==> config.mk <==
export PLATFORM = sky130hd
export DESIGN_NAME = cpu_decode_queue
export DESIGN_NICKNAME = d
export VERILOG_FILES = /design/src/rtl/cpu_decode_pkg.sv /design/src/rtl/cpu_inst_classify.sv /design/src/rtl/cpu_decode_queue.sv
export SDC_FILE = /design/constraint.sdc
export NUM_CORES = 1
export LEC_CHECK = 0
export CORE_UTILIZATION = 61
export CTS_BUF_LIST = sky130_fd_sc_hd__clkbuf_4 sky130_fd_sc_hd__clkbuf_8
export DETAILED_ROUTE_END_ITERATION = 6
export PLACE_DENSITY = 0.83
export SYNTH_ARGS = -nofsm -noshare
export SYNTH_HDL_FRONTEND = slang
export SYNTH_SLANG_ARGS = --single-unit
==> constraint.sdc <==
create_clock -name clk -period 16.7 [get_ports clk]
set_clock_uncertainty 0.05 [all_clocks]
set_input_delay 1.67 -clock clk [delete_from_list [all_inputs] [get_ports clk]]
set_output_delay 1.67 -clock clk [all_outputs]
set_load 0.005 [all_outputs]
==> src/rtl/cpu_decode_pkg.sv <==
// cpu_decode_pkg: class bit layout, MIPS-I opcode/funct constants and the decode queue entry type
package cpu_decode_pkg;
    localparam int CLS_W            = 12;
    localparam int CLS_LOAD         = 0;
    localparam int CLS_STORE        = 1;
    localparam int CLS_ALU          = 2;
    localparam int CLS_SHIFT        = 3;
    localparam int CLS_MULMOVE      = 4;
    localparam int CLS_MULEXEC      = 5;
    localparam int CLS_BRANCH       = 6;
    localparam int CLS_CP0          = 7;
    localparam int CLS_EXC          = 8;
    localparam int CLS_HAS_IMM      = 9;
    localparam int CLS_COULD_BRANCH = 10;
    localparam int CLS_NOP          = 11;
    localparam logic [5:0] OP_SPECIAL = 6'o00;
    localparam logic [5:0] OP_REGIMM  = 6'o01;
    localparam logic [5:0] OP_J       = 6'o02;
    localparam logic [5:0] OP_JAL     = 6'o03;
    localparam logic [5:0] OP_COP0    = 6'o20;
    localparam logic [5:0] FN_JR      = 6'o10;
    localparam logic [5:0] FN_JALR    = 6'o11;
    localparam logic [5:0] FN_SYSCALL = 6'o14;
    localparam logic [5:0] FN_BREAK   = 6'o15;
    localparam logic [4:0] RT_BLTZAL  = 5'b10000;
    localparam logic [4:0] RT_BGEZAL  = 5'b10001;
    localparam logic [4:0] REG_RA     = 5'd31;
    typedef struct packed {
        logic [31:0]      inst;
        logic [31:0]      pc;
        logic [CLS_W-1:0] cls;
        logic [4:0]       rr1;
        logic [4:0]       rr2;
        logic [4:0]       rw;
        logic             ds;
    } entry_t;
endpackage

==> src/rtl/cpu_inst_classify.sv <==
// cpu_inst_classify: combinational MIPS-I classifier, inst -> class vector and register indices
// Ports: inst (in, 32); cls (out, CLS_W); rr1/rr2 (out, 5) source regs; rw (out, 5) destination, 0 = none
module cpu_inst_classify import cpu_decode_pkg::*; (
    input  logic [31:0]      inst,
    output logic [CLS_W-1:0] cls,
    output logic [4:0]       rr1,
    output logic [4:0]       rr2,
    output logic [4:0]       rw
);
    logic [5:0] op, fn;
    logic [4:0] rs, rt, rd;
    logic special, load, store, alu_imm, alu, shift, mulmove, mulexec;
    logic jump, bcond, branch, link, cp0, exc, has_imm;
    logic unused_shamt;
    assign op = inst[31:26];
    assign rs = inst[25:21];
    assign rt = inst[20:16];
    assign rd = inst[15:11];
    assign fn = inst[5:0];
    assign unused_shamt = ^inst[10:6];
    always_comb begin
        special = op == OP_SPECIAL;
        load    = op[5:3] == 3'b100;
        store   = op[5:3] == 3'b101;
        alu_imm = op[5:3] == 3'b001;
        alu     = alu_imm || (special && fn[5:4] == 2'b10);
        shift   = special && fn[5:3] == 3'b000;
        mulmove = special && fn[5:3] == 3'b010;
        mulexec = special && fn[5:3] == 3'b011;
        jump    = op == OP_J || op == OP_JAL;
        // REGIMM plus BEQ/BNE/BLEZ/BGTZ (opcodes 000100..000111)
        bcond   = op == OP_REGIMM || op[5:2] == 4'b0001;
        branch  = jump || bcond || (special && (fn == FN_JR || fn == FN_JALR));
        cp0     = op == OP_COP0;
        exc     = special && (fn == FN_SYSCALL || fn == FN_BREAK);
        has_imm = load || store || alu_imm || bcond;
        link    = op == OP_JAL || (op == OP_REGIMM && (rt == RT_BLTZAL || rt == RT_BGEZAL));
        rr1     = (jump || exc) ? 5'd0 : rs;
        rr2     = (has_imm || jump) ? 5'd0 : rt;
        rw      = link ? REG_RA : (branch || store) ? 5'd0 : (load || alu_imm) ? rt : rd;
        cls                   = '0;
        cls[CLS_LOAD]         = load;
        cls[CLS_STORE]        = store;
        cls[CLS_ALU]          = alu;
        cls[CLS_SHIFT]        = shift;
        cls[CLS_MULMOVE]      = mulmove;
        cls[CLS_MULEXEC]      = mulexec;
        cls[CLS_BRANCH]       = branch;
        cls[CLS_CP0]          = cp0;
        cls[CLS_EXC]          = exc;
        cls[CLS_HAS_IMM]      = has_imm;
        cls[CLS_COULD_BRANCH] = branch || exc;
        cls[CLS_NOP]          = (alu || shift) && rw == 5'd0;
    end
endmodule

==> src/rtl/cpu_decode_queue.sv <==
// cpu_decode_queue: decode buffer between fetch and issue, classifies at enqueue and presents the oldest ISSUE_W entries
// Ports: clk, rst (sync, active-high), flush; fetch side in_valid/in_ready/in_inst/in_pc;
//        issue side out_valid/out_inst/out_pc/out_cls/out_rr1/out_rr2/out_rw/out_ds per slot, deq_cnt; count occupancy.
// Params: DEPTH (power of two, >= ISSUE_W, >= 2), ISSUE_W (1..4), PC_W (<= 32).
// Option: CPU_DECODE_NOP_DROP_EN consumes nops outside delay slots without storing them.
module cpu_decode_queue import cpu_decode_pkg::*; #(
    parameter int DEPTH   = 8,
    parameter int ISSUE_W = 2,
    parameter int PC_W    = 32
) (
    input  logic                         clk,
    input  logic                         rst,
    input  logic                         flush,
    input  logic                         in_valid,
    output logic                         in_ready,
    input  logic [31:0]                  in_inst,
    input  logic [PC_W-1:0]              in_pc,
    output logic [ISSUE_W-1:0]           out_valid,
    output logic [ISSUE_W*32-1:0]        out_inst,
    output logic [ISSUE_W*PC_W-1:0]      out_pc,
    output logic [ISSUE_W*CLS_W-1:0]     out_cls,
    output logic [ISSUE_W*5-1:0]         out_rr1,
    output logic [ISSUE_W*5-1:0]         out_rr2,
    output logic [ISSUE_W*5-1:0]         out_rw,
    output logic [ISSUE_W-1:0]           out_ds,
    input  logic [$clog2(ISSUE_W+1)-1:0] deq_cnt,
    output logic [$clog2(DEPTH+1)-1:0]   count
);
    localparam int AW = $clog2(DEPTH);
    localparam int NW = $clog2(DEPTH+1);
    entry_t           mem [DEPTH];
    logic [AW-1:0]    head, tail;
    logic             ds_pend, enq, wr;
    logic [NW-1:0]    deq;
    logic [CLS_W-1:0] cls;
    logic [4:0]       rr1, rr2, rw;
    cpu_inst_classify u_classify (
        .inst (in_inst),
        .cls  (cls),
        .rr1  (rr1),
        .rr2  (rr2),
        .rw   (rw)
    );
    assign in_ready = count < NW'(DEPTH);
    always_comb begin
        enq = in_valid && in_ready && !flush;
`ifdef CPU_DECODE_NOP_DROP_EN
        wr  = enq && !(cls[CLS_NOP] && !ds_pend);
`else
        wr  = enq;
`endif
        deq = (NW'(deq_cnt) > count) ? count : NW'(deq_cnt);
    end
    always_ff @(posedge clk) begin
        if (rst || flush) begin
            head    <= '0;
            tail    <= '0;
            count   <= '0;
            ds_pend <= 1'b0;
        end else begin
            if (wr) begin
                mem[tail] <= '{in_inst, 32'(in_pc), cls, rr1, rr2, rw, ds_pend};
                tail      <= tail + AW'(1);
                ds_pend   <= cls[CLS_BRANCH];
            end
            head  <= head + AW'(deq);
            count <= count + NW'(wr) - deq;
        end
    end
    always_ff @(posedge clk)
        if (!rst && !flush)
            assert (NW'(deq_cnt) <= count)
            else $warning("deq_cnt %0d above count %0d, clamped", deq_cnt, count);
    for (genvar i = 0; i < ISSUE_W; i++) begin : g_slot
        entry_t e;
        assign e                          = (NW'(i) < count) ? mem[head + AW'(i)] : '0;
        assign out_valid[i]               = NW'(i) < count;
        assign out_inst[i*32 +: 32]       = e.inst;
        assign out_pc[i*PC_W +: PC_W]     = e.pc[PC_W-1:0];
        assign out_cls[i*CLS_W +: CLS_W]  = e.cls;
        assign out_rr1[i*5 +: 5]          = e.rr1;
        assign out_rr2[i*5 +: 5]          = e.rr2;
        assign out_rw[i*5 +: 5]           = e.rw;
        assign out_ds[i]                  = e.ds;
    end
endmodule

After elaboration in Yosys (flattened, before gate mapping)
Memories as Yosys holds them, arrays and structs flattened. A register that Yosys moved wholly into a read port is not among the register bits.
Index checks and enable logic that the tools add are counted.
{"block": "op_classes", "add_sub_neg": 5, "n_mux": 12, "n_lt_le_gt_ge": 4, "eq_ne": 17, "n_reduce_logical": 33}
{"op": "92-bit two-way mux", "n": 2}
{"op": "5-bit two-way mux", "n": 5}
{"op": "6-bit by 4-bit == test with 1-bit output (second input constant)", "n": 4}
{"op": "1-bit logical OR", "n": 19}
{"op": "6-bit by 2-bit == test with 1-bit output (second input constant)", "n": 2}
{"op": "5-bit == test (second input constant)", "n": 2}
{"op": "1-bit logical AND", "n": 10}
{"op": "1-bit by 4-bit less-than comparator with 1-bit output (first input constant)", "n": 2}
{"op": "3-bit by 1-bit adder with 3-bit output (second input constant)", "n": 2}
{"op": "3-bit by 2-bit == test with 1-bit output (second input constant)", "n": 2}
{"op": "3-bit == test (second input constant)", "n": 2}
{"op": "6-bit by 1-bit == test with 1-bit output (second input constant)", "n": 1}
{"op": "6-bit by 5-bit == test with 1-bit output (second input constant)", "n": 1}
{"op": "6-bit zero test", "n": 1}
{"op": "5-bit zero test", "n": 1}
{"op": "4-bit by 1-bit adder with 4-bit output", "n": 1}
{"op": "4-bit by 1-bit == test with 1-bit output (second input constant)", "n": 1}
{"op": "2-bit by 4-bit greater-than comparator with 1-bit output", "n": 1}
{"op": "4-bit less-than comparator (second input constant)", "n": 1}
{"op": "4-bit two-way mux", "n": 1}
{"op": "4-bit subtractor", "n": 1}
{"op": "3-bit adder", "n": 1}
{"op": "3-bit by 1-bit == test with 1-bit output (second input constant)", "n": 1}
{"op": "3-bit zero test", "n": 1}
{"op": "other kinds (4)", "n": 6}
{"block": "word_totals", "elab_cells": 76, "register_bits": 11, "in_bits": 70, "out_inout_bits": 191, "n_memories": 1, "mem_bits_rw": 736}
{"name": "mem", "depth": 8, "width": 92, "read_ports": 2, "rd_clocked_by_memory_dff": 1, "write_ports": 1, "line_no": "cpu_decode_queue.sv:31", "text": "entry_t mem [DEPTH];"}

Logic depth before layout (Yosys ltp)
{"block": "logic_depth", "depth_word": 9, "ltp_mapped": 12, "depth_no_buf": 12}

By module
Synthesis repeated with hierarchy kept, for this count alone.
{"block": "hier_totals", "cells_unflattened": 1584, "area_unflattened_um2": 34091.4}
{"mod": "cpu_decode_queue", "area_per_inst_um2": 33548.4, "instances": 1, "cells_per_inst": 1508, "seq_area_each_um2": 22321.4}
{"mod": "cpu_inst_classify", "area_per_inst_um2": 543.0, "instances": 1, "cells_per_inst": 76, "seq_area_each_um2": 0.0}

Worst setup path before layout
OpenSTA, ideal clock, no wires.
{"block": "synth_timing", "path_type": "input to register", "startpoint": "input flush", "endpoint": "memory mem[0][0] in the netlist's numbering (enable)", "setup_time_ps": 801, "n_path_buf": 0, "t_required_ps": 15849, "setup_slack_ps": 4152, "arrival_ps": 11697, "cell_stages": 3, "path_cell_list": "nor3b_1 > inv_1 > nor4b_1"}
{"block": "synth_between", "elab_chain_cells": 5, "elab_cells_between_ends": 6, "classes_between": "mux (3); reduce/logical (3)"}
{"item": "start, declared", "line_no": "cpu_decode_queue.sv:13", "text": "input logic flush,"}
{"item": "1-bit zero test"}
{"item": "1-bit logical AND", "line_no": "cpu_decode_queue.sv:46", "text": "enq = in_valid && in_ready && !flush;"}
{"item": "1-bit two-way mux", "line_no": "cpu_decode_queue.sv:61", "text": "if (wr) begin"}
{"item": "1-bit two-way mux *", "line_no": "cpu_decode_queue.sv:55", "text": "if (rst || flush) begin"}
{"item": "1-bit two-way mux (not written as such) *", "line_no": "cpu_decode_queue.sv:62", "text": "mem[tail] <= '{in_inst, 32'(in_pc), cls, rr1, rr2, rw, ds_pend};"}
{"item": "end, declared", "line_no": "cpu_decode_queue.sv:31"}
Mark *: on every way between the ends. The rest lies on a longest branch, timed or not.

Worst setup path after layout
{"block": "layout_timing", "startpoint": "register head[0]", "endpoint": "output out_rr2[7]"}
{"block": "layout_between", "elab_chain_cells": 3}
{"item": "start, declared", "line_no": "cpu_decode_queue.sv:32", "text": "logic [AW-1:0] head, tail;"}
{"item": "start signal, assigned", "line_no": "cpu_decode_queue.sv:66", "text": "head <= head + AW'(deq);"}
{"item": "3-bit by 1-bit adder with 3-bit output", "line_no": "cpu_decode_queue.sv:76", "text": "assign e = (NW'(i) < count) ? mem[head + AW'(i)] : '0;"}
{"item": "memory 8 x 92 bit"}
{"item": "92-bit two-way mux", "line_no": "cpu_decode_queue.sv:76"}
{"item": "end, declared", "line_no": "cpu_decode_queue.sv:23", "text": "output logic [ISSUE_W*5-1:0] out_rr2,"}
Every way passes these cells.

==> flow_metrics.env <==
export IMPL_final_period_utilization_pct=44.25
export IMPL_die_y_um=240.9
export IMPL_layout_setup_ws_ps=9310
export IMPL_synth_cell_types=42
export IMPL_synth_most_common_cell="sky130_fd_sc_hd__edfxtp_1"
export IMPL_hold_path_class="flip-flop to flip-flop"
export IMPL_worst_setup_hold_path_clk_slew_ps=60
export IMPL_tightestPinTransition_ps=1249
export IMPL_ws_path_type="flip-flop to primary output"
export IMPL_clock_tree_htree_level_count=3
export IMPL_floorplan_core_area_um2=56390
export IMPL_synth_async_reset_ratio_pct=0
export IMPL_cts_hold_buffers_added=0
export IMPL_die_area_um2=58040
export IMPL_synth_top_cell_area_share_pct=63.47
export IMPL_grt_pass1_vias=20900
export IMPL_period_needed_ps=7390
export IMPL_clk_path_buf_depth=3
export IMPL_max_cap_viol_count=0
export IMPL_net_count_after_synthesis=1940
export IMPL_timing_hold_ws_ps=533.4
export IMPL_finalWirelength_um=85820
export IMPL_area_growth_from_synthesis_to_final_layout_pct=15.29
export IMPL_vias_per_cell=6.706
export IMPL_power_leakage_nw=12.28
export IMPL_detailed_router_iteration_count_before_antenna_repair=5
export IMPL_status="finished, final reports clean"
export IMPL_fin_nets=2214
export IMPL_num_rows=87
export IMPL_post_synth_inst_count=1857
export IMPL_dieWidth_um=240.9
export IMPL_cp_common_cell="sky130_fd_sc_hd__buf_4"
export IMPL_seq_area_frac_synth_pct=64.11
export IMPL_critPathCaptureType="primary output"
export IMPL_place_ws_ps=9980
export IMPL_highest_net_fanout_along_the_worst_path=69
export IMPL_p_per_area_nw_per_um2=141.8
export IMPL_crit_chain="buf_4 -> buf_4 -> buf_4 -> mux4_2 -> nand2_1 -> a21oi_1 -> clkdlybuf4s50_1"
export IMPL_final_layout_size_suffix_gt1_share_pct=26.86
export IMPL_postRouteAntennaNets=0
export IMPL_rsz0062_at_grt="no"
export IMPL_cts_root_buf="sky130_fd_sc_hd__clkbuf_8"
export IMPL_timing_hold_violations_final=0
export IMPL_portBuffers=260
export IMPL_global_route_wire_length_before_repair_um=128300
export IMPL_start_kind="flip-flop"
export IMPL_detailroute_via_count=20003
export IMPL_critPathBufInv=4
export IMPL_crit_family="buffers and inverters"
export IMPL_setup_tns_final_ps=0
export IMPL_post_layout_total_power_mw=5.692
export IMPL_grtUsageTotal_pct=30.49
export IMPL_crit_arrival_ps=5670
export IMPL_setup_viol=0
export IMPL_dp_hpwl_um=48690
export IMPL_cp_required_ps=14980
export IMPL_largest_net_degree_at_the_start_of_global_routing=143
export IMPL_number_of_synthesized_flops_with_an_enable_pin=736
export IMPL_tritoncts_num_buffers=114
export IMPL_floorplan_initialDensity_pct=61.75
export IMPL_max_slew_vio_count=0
export IMPL_tritoncts_clock_tree="built"
export IMPL_yosys_most_used_dff="sky130_fd_sc_hd__edfxtp_1"
export IMPL_ys_ff_latch=747
export IMPL_synthTopCellsByArea="sky130_fd_sc_hd__edfxtp_1 (63%), sky130_fd_sc_hd__mux4_2 (24%), sky130_fd_sc_hd__mux2i_1 (2.8%)"
export IMPL_max_clock_freq_mhz=135.3
export IMPL_post_cts_resized=0
export IMPL_clock_network_latency_to_the_later_pin_of_the_worst_skew_pair_ps=720
export IMPL_drt_iter0_drc=2032
export IMPL_synth_cell_area_um2=34820
export IMPL_worst_path_largest_cell_delay_ps=970
export IMPL_highest_ir_drop_seen_on_vdd_mv=0.1547
export IMPL_post_cts_setup_buffer_count=0
export IMPL_grt_ovfl_total=0
export IMPL_synth_top_cells_by_count="sky130_fd_sc_hd__edfxtp_1 (736), sky130_fd_sc_hd__mux4_2 (368), sky130_fd_sc_hd__nand2_1 (197)"
export IMPL_maxSlewHeadroom_pct=16.72
export IMPL_netlist_top_cell_by_area="sky130_fd_sc_hd__edfxtp_1"
export IMPL_worst_path_max_delay_cell="sky130_fd_sc_hd__buf_4"
export IMPL_detail_route_drc_violations=0
export IMPL_fillers=3469
export IMPL_numClockSinks=747
export IMPL_io_pin_count=261
export IMPL_routabilityCongestion=0.8237
export IMPL_synth_avg_cell_area_um2=18.75
export IMPL_final_core_utilization_pct=71.19
export IMPL_antenna_found_initial=7
export IMPL_post_drt_wl_per_cell_um=28.77
export IMPL_yosys_warning_count=0
==> worst register-to-register path, cell delays in order (launching register included) <==
cell and delay (ps):
sky130_fd_sc_hd__dfxtp_4 960, sky130_fd_sc_hd__buf_4 890, sky130_fd_sc_hd__ha_1 280, sky130_fd_sc_hd__inv_1 60, sky130_fd_sc_hd__fa_1 410, sky130_fd_sc_hd__xor2_1 160, sky130_fd_sc_hd__xnor2_1 200, sky130_fd_sc_hd__nor2_1 50
==> layout by cell type, fill, tap and decap left out, types with 3 or more instances in the layout <==
| cell type | netlist | layout |
|---|---|---|
| sky130_fd_sc_hd__clkbuf_8 | 0 | 115 |
| sky130_fd_sc_hd__edfxtp_1 | 736 | 736 |
| sky130_fd_sc_hd__nor2b_1 | 10 | 9 |
| sky130_fd_sc_hd__diode_2 | 0 | 4 |
| sky130_fd_sc_hd__dfxtp_4 | 0 | 3 |
| sky130_fd_sc_hd__clkbuf_4 | 0 | 32 |
| sky130_fd_sc_hd__xor2_1 | 5 | 4 |
| sky130_fd_sc_hd__mux4_2 | 368 | 368 |
| sky130_fd_sc_hd__clkinv_2 | 0 | 15 |
| sky130_fd_sc_hd__xnor2_1 | 5 | 4 |
| sky130_fd_sc_hd__ha_1 | 11 | 10 |
| sky130_fd_sc_hd__clkinvlp_4 | 0 | 6 |
| sky130_fd_sc_hd__clkdlybuf4s50_1 | 0 | 260 |
| sky130_fd_sc_hd__bufinv_16 | 0 | 4 |
| sky130_fd_sc_hd__mux2i_1 | 97 | 97 |
| sky130_fd_sc_hd__and2_1 | 7 | 7 |
| sky130_fd_sc_hd__buf_4 | 27 | 32 |
| sky130_fd_sc_hd__a21oi_1 | 97 | 97 |
| sky130_fd_sc_hd__nor2_4 | 0 | 4 |
| sky130_fd_sc_hd__nor3_1 | 8 | 5 |
| sky130_fd_sc_hd__clkinv_1 | 0 | 34 |
| sky130_fd_sc_hd__o21ai_0 | 5 | 5 |
| sky130_fd_sc_hd__nor3_2 | 0 | 3 |
| sky130_fd_sc_hd__dfxtp_1 | 11 | 8 |
| sky130_fd_sc_hd__nand2_1 | 197 | 197 |
| sky130_fd_sc_hd__inv_1 | 18 | 18 |
| sky130_fd_sc_hd__nor2_1 | 113 | 109 |
==> path summary, 6_finish.rpt <==
path                        startpoint             endpoint  slack (ps)  cells past startpoint
hold / removal    ds_pend$_SDFFE_PP0P_  mem[4][0]$_DFFE_PP_         530                      0
setup / recovery    head[0]$_SDFF_PP0_           out_rr2[7]        9310                      7
setup reg to reg    head[0]$_SDFF_PP0_   head[2]$_SDFF_PP0_       13530                      7
hold reg to reg   ds_pend$_SDFFE_PP0P_  mem[4][0]$_DFFE_PP_         530                      0
==> flip-flops by register name, indices dropped and copies added, names as in the netlist <==
| signal | flops |
|---|---|
| mem | 736 |
| count | 4 |
| tail | 3 |
| ds_pend | 1 |
| head | 3 |
==> power by group <==
group,switching [mW],internal (mW)
clock network,0.699,0.775
registers,0.0423,2.09
logic,1.04,1.05
==> cells by family (layout without fill, tap and decap cells) <==
family                     Yosys count  in the layout  share of synthesized area (%)
muxes                              466            466                          26.62
adders and majority gates           13             13                         0.5103
DFF                                747            747                          64.11
other                                0              4                              0
buffers and inverters              154            520                          2.612
and+or+nand+nor                    354            354                          4.183
AOI/OAI and AO/OA                  113            113                          1.714
xor gates and xnor gates            10             10                         0.2515
==> per-layer routing <==
| layer | up-vias | routed length (um) | global-route usage, % |
|---|---|---|---|
| li1 | 8202 | - | - |
| met1 | 10537 | 31570 | 40.72 |
| met2 | 1092 | 44180 | 50.63 |
| met3 | 164 | 7731 | 5.593 |
| met4 | 8 | 2283 | 11.66 |
| met5 | - | 56 | 0 |
==> final cells by class <==
| class | count | area (um2) | share of cell area [%] |
|---|---|---|---|
| clock buffers | 147 | 1823 | 4.541 |
| flip-flops and latches | 747 | 22330 | 55.63 |
| inverters | 18 | 67.56 | 0.1683 |
| repair buffers | 294 | 2883 | 7.181 |
| clock inverters | 61 | 387.9 | 0.9662 |
| well taps | 756 | 945.9 | 2.356 |
| diodes | 4 | 10.01 | 0.02494 |
| multi-input cells | 956 | 11690 | 29.13 |
==> through the flow <==
step                      std cells  cell area [um2]
after detailed placement       2771            37920
after global placement         2771            37920
after global routing           2982            40140
final                          2983            40140
after CTS                      2979            40130
after floorplan                1857            34820
(Power assumes the default switching activity.)
